## src/rtl/crypto_instr_pkg.sv

```systemverilog
// Shared types and constants for the crypto unit's SHA-2 sigma/sum pipeline.
// Rotate/shift amounts are the FIPS 180-4 constants.
package crypto_instr_pkg;

    localparam int CRYPTO_XLEN = 64;
    localparam int DATA_W      = 64;
    // Widest transaction id the stage struct can carry.
    localparam int TAG_W_MAX   = 8;

    typedef enum logic [2:0] {
        SHA256_SUM0 = 3'd0,
        SHA256_SUM1 = 3'd1,
        SHA256_SIG0 = 3'd2,
        SHA256_SIG1 = 3'd3,
        SHA512_SUM0 = 3'd4,
        SHA512_SUM1 = 3'd5,
        SHA512_SIG0 = 3'd6,
        SHA512_SIG1 = 3'd7
    } sha2_op_e;

    localparam int SHA256_SUM0_R0 = 2;
    localparam int SHA256_SUM0_R1 = 13;
    localparam int SHA256_SUM0_R2 = 22;
    localparam int SHA256_SUM1_R0 = 6;
    localparam int SHA256_SUM1_R1 = 11;
    localparam int SHA256_SUM1_R2 = 25;
    localparam int SHA256_SIG0_R0 = 7;
    localparam int SHA256_SIG0_R1 = 18;
    localparam int SHA256_SIG0_SH = 3;
    localparam int SHA256_SIG1_R0 = 17;
    localparam int SHA256_SIG1_R1 = 19;
    localparam int SHA256_SIG1_SH = 10;

    localparam int SHA512_SUM0_R0 = 28;
    localparam int SHA512_SUM0_R1 = 34;
    localparam int SHA512_SUM0_R2 = 39;
    localparam int SHA512_SUM1_R0 = 14;
    localparam int SHA512_SUM1_R1 = 18;
    localparam int SHA512_SUM1_R2 = 41;
    localparam int SHA512_SIG0_R0 = 1;
    localparam int SHA512_SIG0_R1 = 8;
    localparam int SHA512_SIG0_SH = 7;
    localparam int SHA512_SIG1_R0 = 19;
    localparam int SHA512_SIG1_R1 = 61;
    localparam int SHA512_SIG1_SH = 6;

    typedef struct packed {
        sha2_op_e              op;
        logic [DATA_W-1:0]     data;
        logic [TAG_W_MAX-1:0]  tag;
        logic                  illegal;
    } sha2_stage_t;

    function automatic logic [31:0] ror32(input logic [31:0] x, input int n);
        return (x >> n) | (x << (32 - n));
    endfunction

    function automatic logic [63:0] ror64(input logic [63:0] x, input int n);
        return (x >> n) | (x << (64 - n));
    endfunction

endpackage

```

## src/rtl/crypto_sha2_core.sv

```systemverilog
// Combinational SHA-2 sigma/sum datapath: op + rs1 -> result, illegal.
// SHA-512 ops are only elaborated when CRYPTO_SHA512_EN is defined.
module crypto_sha2_core
    import crypto_instr_pkg::*;
#(
    parameter int XLEN = CRYPTO_XLEN
) (
    input  sha2_op_e        op,
    input  logic [XLEN-1:0] rs1,
    output logic [XLEN-1:0] result,
    output logic            illegal
);

    logic [63:0] x;
    logic [31:0] w;
    logic [31:0] r256;
    logic [63:0] res64;

    assign x = 64'(rs1);
    assign w = x[31:0];

    always_comb begin
        r256 = '0;
        case (op)
            SHA256_SUM0: r256 = ror32(w, SHA256_SUM0_R0) ^ ror32(w, SHA256_SUM0_R1)
                              ^ ror32(w, SHA256_SUM0_R2);
            SHA256_SUM1: r256 = ror32(w, SHA256_SUM1_R0) ^ ror32(w, SHA256_SUM1_R1)
                              ^ ror32(w, SHA256_SUM1_R2);
            SHA256_SIG0: r256 = ror32(w, SHA256_SIG0_R0) ^ ror32(w, SHA256_SIG0_R1)
                              ^ (w >> SHA256_SIG0_SH);
            SHA256_SIG1: r256 = ror32(w, SHA256_SIG1_R0) ^ ror32(w, SHA256_SIG1_R1)
                              ^ (w >> SHA256_SIG1_SH);
            default:     r256 = '0;
        endcase
    end

    // 256-bit results are sign-extended from bit 31; truncation handles XLEN = 32.
    always_comb begin
        res64   = '0;
        illegal = 1'b0;
        if (!op[2]) begin
            res64 = {{32{r256[31]}}, r256};
        end else begin
`ifdef CRYPTO_SHA512_EN
            if (XLEN == 64) begin
                case (op)
                    SHA512_SUM0: res64 = ror64(x, SHA512_SUM0_R0) ^ ror64(x, SHA512_SUM0_R1)
                                       ^ ror64(x, SHA512_SUM0_R2);
                    SHA512_SUM1: res64 = ror64(x, SHA512_SUM1_R0) ^ ror64(x, SHA512_SUM1_R1)
                                       ^ ror64(x, SHA512_SUM1_R2);
                    SHA512_SIG0: res64 = ror64(x, SHA512_SIG0_R0) ^ ror64(x, SHA512_SIG0_R1)
                                       ^ (x >> SHA512_SIG0_SH);
                    default:     res64 = ror64(x, SHA512_SIG1_R0) ^ ror64(x, SHA512_SIG1_R1)
                                       ^ (x >> SHA512_SIG1_SH);
                endcase
            end else begin
                illegal = 1'b1;
            end
`else
            illegal = 1'b1;
`endif
        end
    end

`ifndef CRYPTO_SHA512_EN
    logic unused_hi;
    assign unused_hi = ^x[63:32];
`endif

    assign result = res64[XLEN-1:0];

endmodule

```

## src/rtl/crypto_sha2_pipe.sv

```systemverilog
// Elastic valid/ready pipeline around crypto_sha2_core with tag, flush and stall.
// Optional SHA-512 ops are enabled by defining CRYPTO_SHA512_EN.
module crypto_sha2_pipe
    import crypto_instr_pkg::*;
#(
    parameter int XLEN        = CRYPTO_XLEN,
    parameter int PIPE_STAGES = 2,
    parameter int TAG_W       = 3
) (
    input  logic             clk_i,
    input  logic             rst_i,
    input  logic             flush_i,
    input  logic             valid_i,
    output logic             ready_o,
    input  logic [2:0]       op_i,
    input  logic [XLEN-1:0]  rs1_i,
    input  logic [TAG_W-1:0] tag_i,
    output logic             valid_o,
    input  logic             ready_i,
    output logic [XLEN-1:0]  result_o,
    output logic [TAG_W-1:0] tag_o,
    output logic             illegal_o
);

    localparam int LAST = PIPE_STAGES - 1;

    sha2_stage_t            stage_q [PIPE_STAGES];
    logic [PIPE_STAGES-1:0] valid_q;
    logic [PIPE_STAGES:0]   load;
    sha2_stage_t            in_raw;
    sha2_stage_t            core_src;
    sha2_stage_t            core_out;
    logic [XLEN-1:0]        core_result;
    logic                   core_illegal;

    always_comb begin
        in_raw      = '0;
        in_raw.op   = sha2_op_e'(op_i);
        in_raw.data = DATA_W'(rs1_i);
        in_raw.tag  = TAG_W_MAX'(tag_i);
    end

    // A stage may load when it is empty or its successor is loading this cycle.
    always_comb begin
        load              = '0;
        load[PIPE_STAGES] = ready_i;
        for (int k = LAST; k >= 0; k--) begin
            load[k] = !valid_q[k] || load[k+1];
        end
    end

    assign ready_o = load[0] || flush_i;

    // Single-stage builds compute straight from the inputs into the only register.
    assign core_src = (PIPE_STAGES == 1) ? in_raw : stage_q[0];

    crypto_sha2_core #(
        .XLEN (XLEN)
    ) u_core (
        .op      (core_src.op),
        .rs1     (core_src.data[XLEN-1:0]),
        .result  (core_result),
        .illegal (core_illegal)
    );

    always_comb begin
        core_out         = core_src;
        core_out.data    = DATA_W'(core_result);
        core_out.illegal = core_illegal;
    end

    for (genvar k = 0; k < PIPE_STAGES; k++) begin : g_stage
        sha2_stage_t src;
        logic        src_valid;
        sha2_stage_t data_r;
        logic        valid_r;

        if (k == 0) begin : g_first
            assign src       = (PIPE_STAGES == 1) ? core_out : in_raw;
            assign src_valid = valid_i;
        end else if (k == 1) begin : g_compute
            assign src       = core_out;
            assign src_valid = valid_q[0];
        end else begin : g_carry
            assign src       = stage_q[k-1];
            assign src_valid = valid_q[k-1];
        end

        // Payload only moves with a valid op so a stalled or idle output stays put.
        always_ff @(posedge clk_i or posedge rst_i) begin
            if (rst_i) begin
                valid_r <= 1'b0;
                data_r  <= '0;
            end else if (flush_i) begin
                valid_r <= 1'b0;
            end else if (load[k]) begin
                valid_r <= src_valid;
                if (src_valid) begin
                    data_r <= src;
                end
            end
        end

        assign stage_q[k] = data_r;
        assign valid_q[k] = valid_r;
    end

    assign valid_o   = valid_q[LAST];
    assign result_o  = stage_q[LAST].data[XLEN-1:0];
    assign tag_o     = stage_q[LAST].tag[TAG_W-1:0];
    assign illegal_o = stage_q[LAST].illegal;

    logic unused_fields;
    assign unused_fields = ^{stage_q[LAST].op, stage_q[LAST].data, stage_q[LAST].tag,
                             stage_q[0].illegal};

endmodule

```

## config.mk

```make
export PLATFORM = sky130hd
export DESIGN_NAME = crypto_sha2_pipe
export DESIGN_NICKNAME = d
export VERILOG_FILES = /design/src/rtl/crypto_instr_pkg.sv /design/src/rtl/crypto_sha2_core.sv /design/src/rtl/crypto_sha2_pipe.sv
export SDC_FILE = /design/constraint.sdc
export NUM_CORES = 1
export LEC_CHECK = 0
export ABC_AREA = 1
export BUFFER_PORTS_ARGS = -buffer_cell sky130_fd_sc_hd__buf_2
export CORE_UTILIZATION = 30
export DETAILED_ROUTE_END_ITERATION = 16
export SLEW_MARGIN = 15
export SYNTH_ARGS = -nofsm -noshare
export SYNTH_HDL_FRONTEND = slang
export SYNTH_SLANG_ARGS = --single-unit
export TNS_END_PERCENT = 5
```

## constraint.sdc

```tcl
create_clock -name clk_i -period 3.57 [get_ports clk_i]
set_clock_uncertainty 0.1 [all_clocks]
set_input_delay 0.357 -clock clk_i [delete_from_list [all_inputs] [get_ports clk_i]]
set_output_delay 0.357 -clock clk_i [all_outputs]
set_load 0.01 [all_outputs]
```

# Word-level counts from Yosys, hierarchy flattened
# Cells that the tools add are included.
# word_totals
reg_bits	108
word_cells	47
out_inout_bits	70
# op_classes
n_eq_ne	3
bitwise	19
reduce_logical	10
muxes	7
# op_table
operator	count
XOR 32 bit	6
case mux 32 bit (4 select lines)	1
2-to-1 mux 64 bit	1
bitwise OR 10 x 32 -> 32 bit	1
bitwise OR 13 x 32 -> 32 bit	1
bitwise OR 14 x 32 -> 32 bit	1
bitwise OR 15 x 32 -> 32 bit	1
bitwise OR 19 x 32 -> 32 bit	1
bitwise OR 21 x 32 -> 32 bit	1
bitwise OR 25 x 32 -> 32 bit	1
bitwise OR 26 x 32 -> 32 bit	1
bitwise OR 30 x 32 -> 32 bit	1
bitwise OR 7 x 32 -> 32 bit	1
XOR 32 x 22 -> 32 bit	1
XOR 32 x 29 -> 32 bit	1
== test 3 x 2 -> 1 bit (second input constant)	2
AND reduction 3 bit	2
2-to-1 mux 1 bit	5
nonzero test 2 bit	2
== test 3 x 1 -> 1 bit (second input constant)	1
logical NOT 3 bit	1
logical OR 1 bit	3
logical NOT 1 bit	2
inverter 1 bit	1

# Depth between registers and ports, before layout
# depth
word_depth	5
mapped_depth	9
mapped_depth_nobuf	8

# By module
# From an unflattened synthesis, not the netlist that was laid out.
# hier_totals
hier_cells	1593
hier_area_um2	9796.9
# by_module_without_submodules
module	area_each_um2	cells_per_inst	n_inst	seq_area_each_um2
crypto_sha2_pipe	5497.8	609	1	3503.4
crypto_sha2_core	4299.1	984	1	0.0

# Worst setup path before layout
# OpenSTA, ideal clock, no wires.
# synth_timing
kind	register to output
startpoint	register result_o[62] (netlist name)
endpoint	output result_o[32]
setup_slack_ps	2028
arrival_ps	1085
stages_incl_launch_ff	2
n_path_buf	1
path_cell_list	dfrtp_1 > buf_4
# synth_lines
element	line_no	text
end, declared	crypto_sha2_pipe.sv:20	output logic [XLEN-1:0] result_o,

# Worst setup path after layout
# layout_timing
startpoint	register g_stage[0].data_r, in the netlist core_src[36]
endpoint	register g_stage[1].data_r, in the netlist result_o[14]
# layout_between
elab_chain_cells	5
# layout_rtl
element	line_no	text
start, declared	crypto_sha2_pipe.sv:75	sha2_stage_t data_r;
start signal, assigned	crypto_sha2_pipe.sv:99	data_r <= src;
bitwise OR 19 x 32 -> 32 bit	crypto_instr_pkg.sv:55	return (x >> n) | (x << (32 - n));
XOR 32 bit	crypto_sha2_core.sv:25	SHA256_SUM0: r256 = ror32(w, SHA256_SUM0_R0) ^ ror32(w, SHA256_SUM0_R1)
XOR 32 bit	crypto_sha2_core.sv:26	^ ror32(w, SHA256_SUM0_R2);
case mux 32 bit (4 select lines)	crypto_sha2_core.sv:24	case (op)
2-to-1 mux 64 bit	crypto_sha2_core.sv:41	if (!op[2]) begin
end signal, assigned	crypto_sha2_pipe.sv:99	
end, declared	crypto_sha2_pipe.sv:75	
# Every way passes these cells.
# A chain may end at the register's enable or synchronous reset.

==> metrics.txt <==
RSZ-0062 raised after global routing false; initial antenna violation count 1; Post-Syn Area 6620 um2; Die W 151 um; H-Tree Depth 3; Critical Path AT 2.66 ns; Clock power frac 26.3%; core area 21,400 um2; hpwl dp 18.1 mm; Remaining DRCs 0; area grow syn2layout 10.3%; post-synthesis cell count 1,158; Least-Margin Pin Slew 0.826 ns; r2r startpoint core_src[36]; CTS Buf Count 9; vias in the first global route 7,353; reg2reg end result_o[14]; I/O Pins 145; Critical Path Max Stage Delay 0.86 ns; share of layout cells above drive strength 1 12.4%; Seq pwr share 35.1%; first-pass GRT wire length 42.8 mm; Hold Crit Class primary input to flip-flop; Top delay family on crit path flip-flops; Starting Density 31.0%; final setup fails 0; Tcrit/Tclk final 71.2%; worst vdd ir 0.227 mV; hold slack 0.125 ns; Final nets 1,242; MaxCap Viol Count 0; Post-CTS Setup Inserts 0; Comb power frac 38.6%; Worst setup SP type flip-flop; min Tclk post-route 2.54 ns; Max clock buf depth 2; drt pass-1 iters 7; via count 8,228; Synth Register Bits 76; clock slew at reported path FFs 0.06 ns; CTS Hold Buffers Added 1; status finished, final reports clean; Max FO, Critical Path 13; Power Density 527 nW/um2; GP Congestion 0.949; CP endpoint kind flip-flop; min-delay src flush_i; sink of the worst hold path valid_o; Die Y 151 um; Sw Share 44.5%; drt wl/cell 19.8 um; Worst Path Required 3.69 ns; DRT iter0 DRCs 1,215; ant diodes 0; critical path's slowest cell dfrtp_1; Die Area 22,700 um2; pin count of the biggest net entering global routing 78; Core Rows 53; DRT antenna net count 0; synthesized net count 1,233; number of synthesis warnings 0; CP most frequent cell nand2_1; switching pwr 1.71 mW; Fin Setup TNS 0 ns; worst r2r path cells 7; I/O Buffers 112; Avg Cell Area, Syn 5.72 um2; Worst Hold Depth 2; Crit Path Category flip-flop to flip-flop; Internal 2.14 mW; total gr overflow 0; root buffer cell clkbuf_16; vias per cell 5.69; Max-slew headroom 44.9%; highest clock rate 0.393 GHz; WP buf/inv 1; leakage dissipation 4.12 nW; clk_lat worst skew 0.35 ns; worst path cell trace inv_1 -> nand2_1 -> nand3_1 -> nand3_1 -> nand2_1 -> o21ai_1 -> nand2_1; Netlist cell types 16; Total Wirelength 28.7 mm; register area share after synthesis 28.7%; CTS tree built; final count of pins violating max slew 0; CTS Sinks 76; GRT Total Usage 25.4%; Post-CTS Resized 0; worst reg-to-reg setup slack 1.03 ns; final number of hold-violating endpoints 0
[power groups by stage]
stage                     Clock [mW]  Combinational, mW  Sequential, mW
after floorplan                    0               1.16            1.18
after global placement             0               1.41            1.34
after detailed placement           0               1.44            1.34
after CTS                       1.03               1.45            1.33
after global routing            1.07               1.65            1.36
final                           1.01               1.48            1.35
[worst reg2reg max path: cells and delay by family, from the launching register on]
family | cells | cell delay [ns]
and+or+nand+nor | 5 | 0.62
AOI/OAI and AO/OA | 1 | 0.24
DFF | 1 | 0.86
buffers and inverters | 1 | 0.60
[routing by layer]
metal  global-route usage, %  up-vias  wire length, um  share of wire (%)
li1                        -     3737                -                  -
met1                    34.0     3718            11200                 39
met2                    36.9      644            11800                 41
met3                    7.67      129             4240                 15
met4                    12.4        0             1380                4.8
met5                       0        -                0                  0
[layout make-up]
cell class              count  area (um2)
clock buffers              10         239
clock inverters             6        87.6
fillers                  2378       14000
inverters                  45         170
multi-input cells         916        3950
flip-flops and latches     76        1900
well taps                 275         344
repair buffers            119         616
[synthesized netlist by cell type]
cell | instances | area, um2
buf_6 | 1 | 11.3
nand3_2 | 1 | 10.0
buf_2 | 36 | 180
a21oi_1 | 40 | 200
inv_2 | 6 | 22.5
nor2_1 | 35 | 131
buf_4 | 33 | 248
clkbuf_1 | 41 | 154
o21ai_0 | 6 | 30.0
nor3_2 | 2 | 20.0
nand2_1 | 507 | 1900
nand3_1 | 296 | 1480
o21ai_1 | 29 | 145
inv_1 | 39 | 146
dfrtp_1 | 76 | 1900
buf_1 | 10 | 37.5
[flip-flops by register name, summed over array words and instances (netlist names)]
register and flops:
valid_o 1, core_out 6, result_o 32, g_stage.valid_r 1
tag_o 3, core_src 32, illegal_o 1
[per-stage QoR]
stage / total power [mW] / utilization (%) / setup WS (ns) / cells / area (um2)
2_1_floorplan: 2.34 / - / 1.17 / 1158 / 6620
4_1_cts: 3.80 / 34.2 / 1.26 / 1447 / 7300
6_report: 3.85 / 34.2 / 1.03 / 1447 / 7300
3_5_place_dp: 2.78 / 32.6 / 1.26 / 1430 / 6970
5_1_grt: 4.07 / 34.2 / 1.06 / 1447 / 7300
3_3_place_gp: 2.75 / 32.6 / 1.29 / 1430 / 6970
[worst max path at each step]
stage | start | to | slack (ns) | depth (start not counted)
after floorplan | rst_i | core_out[1] | 1.17 | 1
after global placement | core_src[23] | result_o[28] | 1.29 | 7
after detailed placement | core_src[39] | result_o[28] | 1.26 | 7
after CTS | core_src[23] | result_o[28] | 1.26 | 7
after global routing | core_src[39] | result_o[19] | 1.06 | 7
final | core_src[36] | result_o[14] | 1.03 | 7
[placed cells by master, fill, tap and decap left out, drive strengths merged]
master / instances
nand2: 507
nand3: 297
buf: 118
dfrtp: 76
inv: 44
a21oi: 40
nor2: 35
o21ai: 35
clkbuf: 10
clkinvlp: 3
nor3: 2
clkinv: 2
bufinv: 2
dlygate4sd3: 1
[logic make-up after synthesis]
kind of cell	count (synthesis)	share of synthesized area, %
AOI/OAI and AO/OA	75	5.67
buffers and inverters	166	12.1
DFF	76	28.7
and+or+nand+nor	841	53.5
Power figures use the tool's default switching activity.
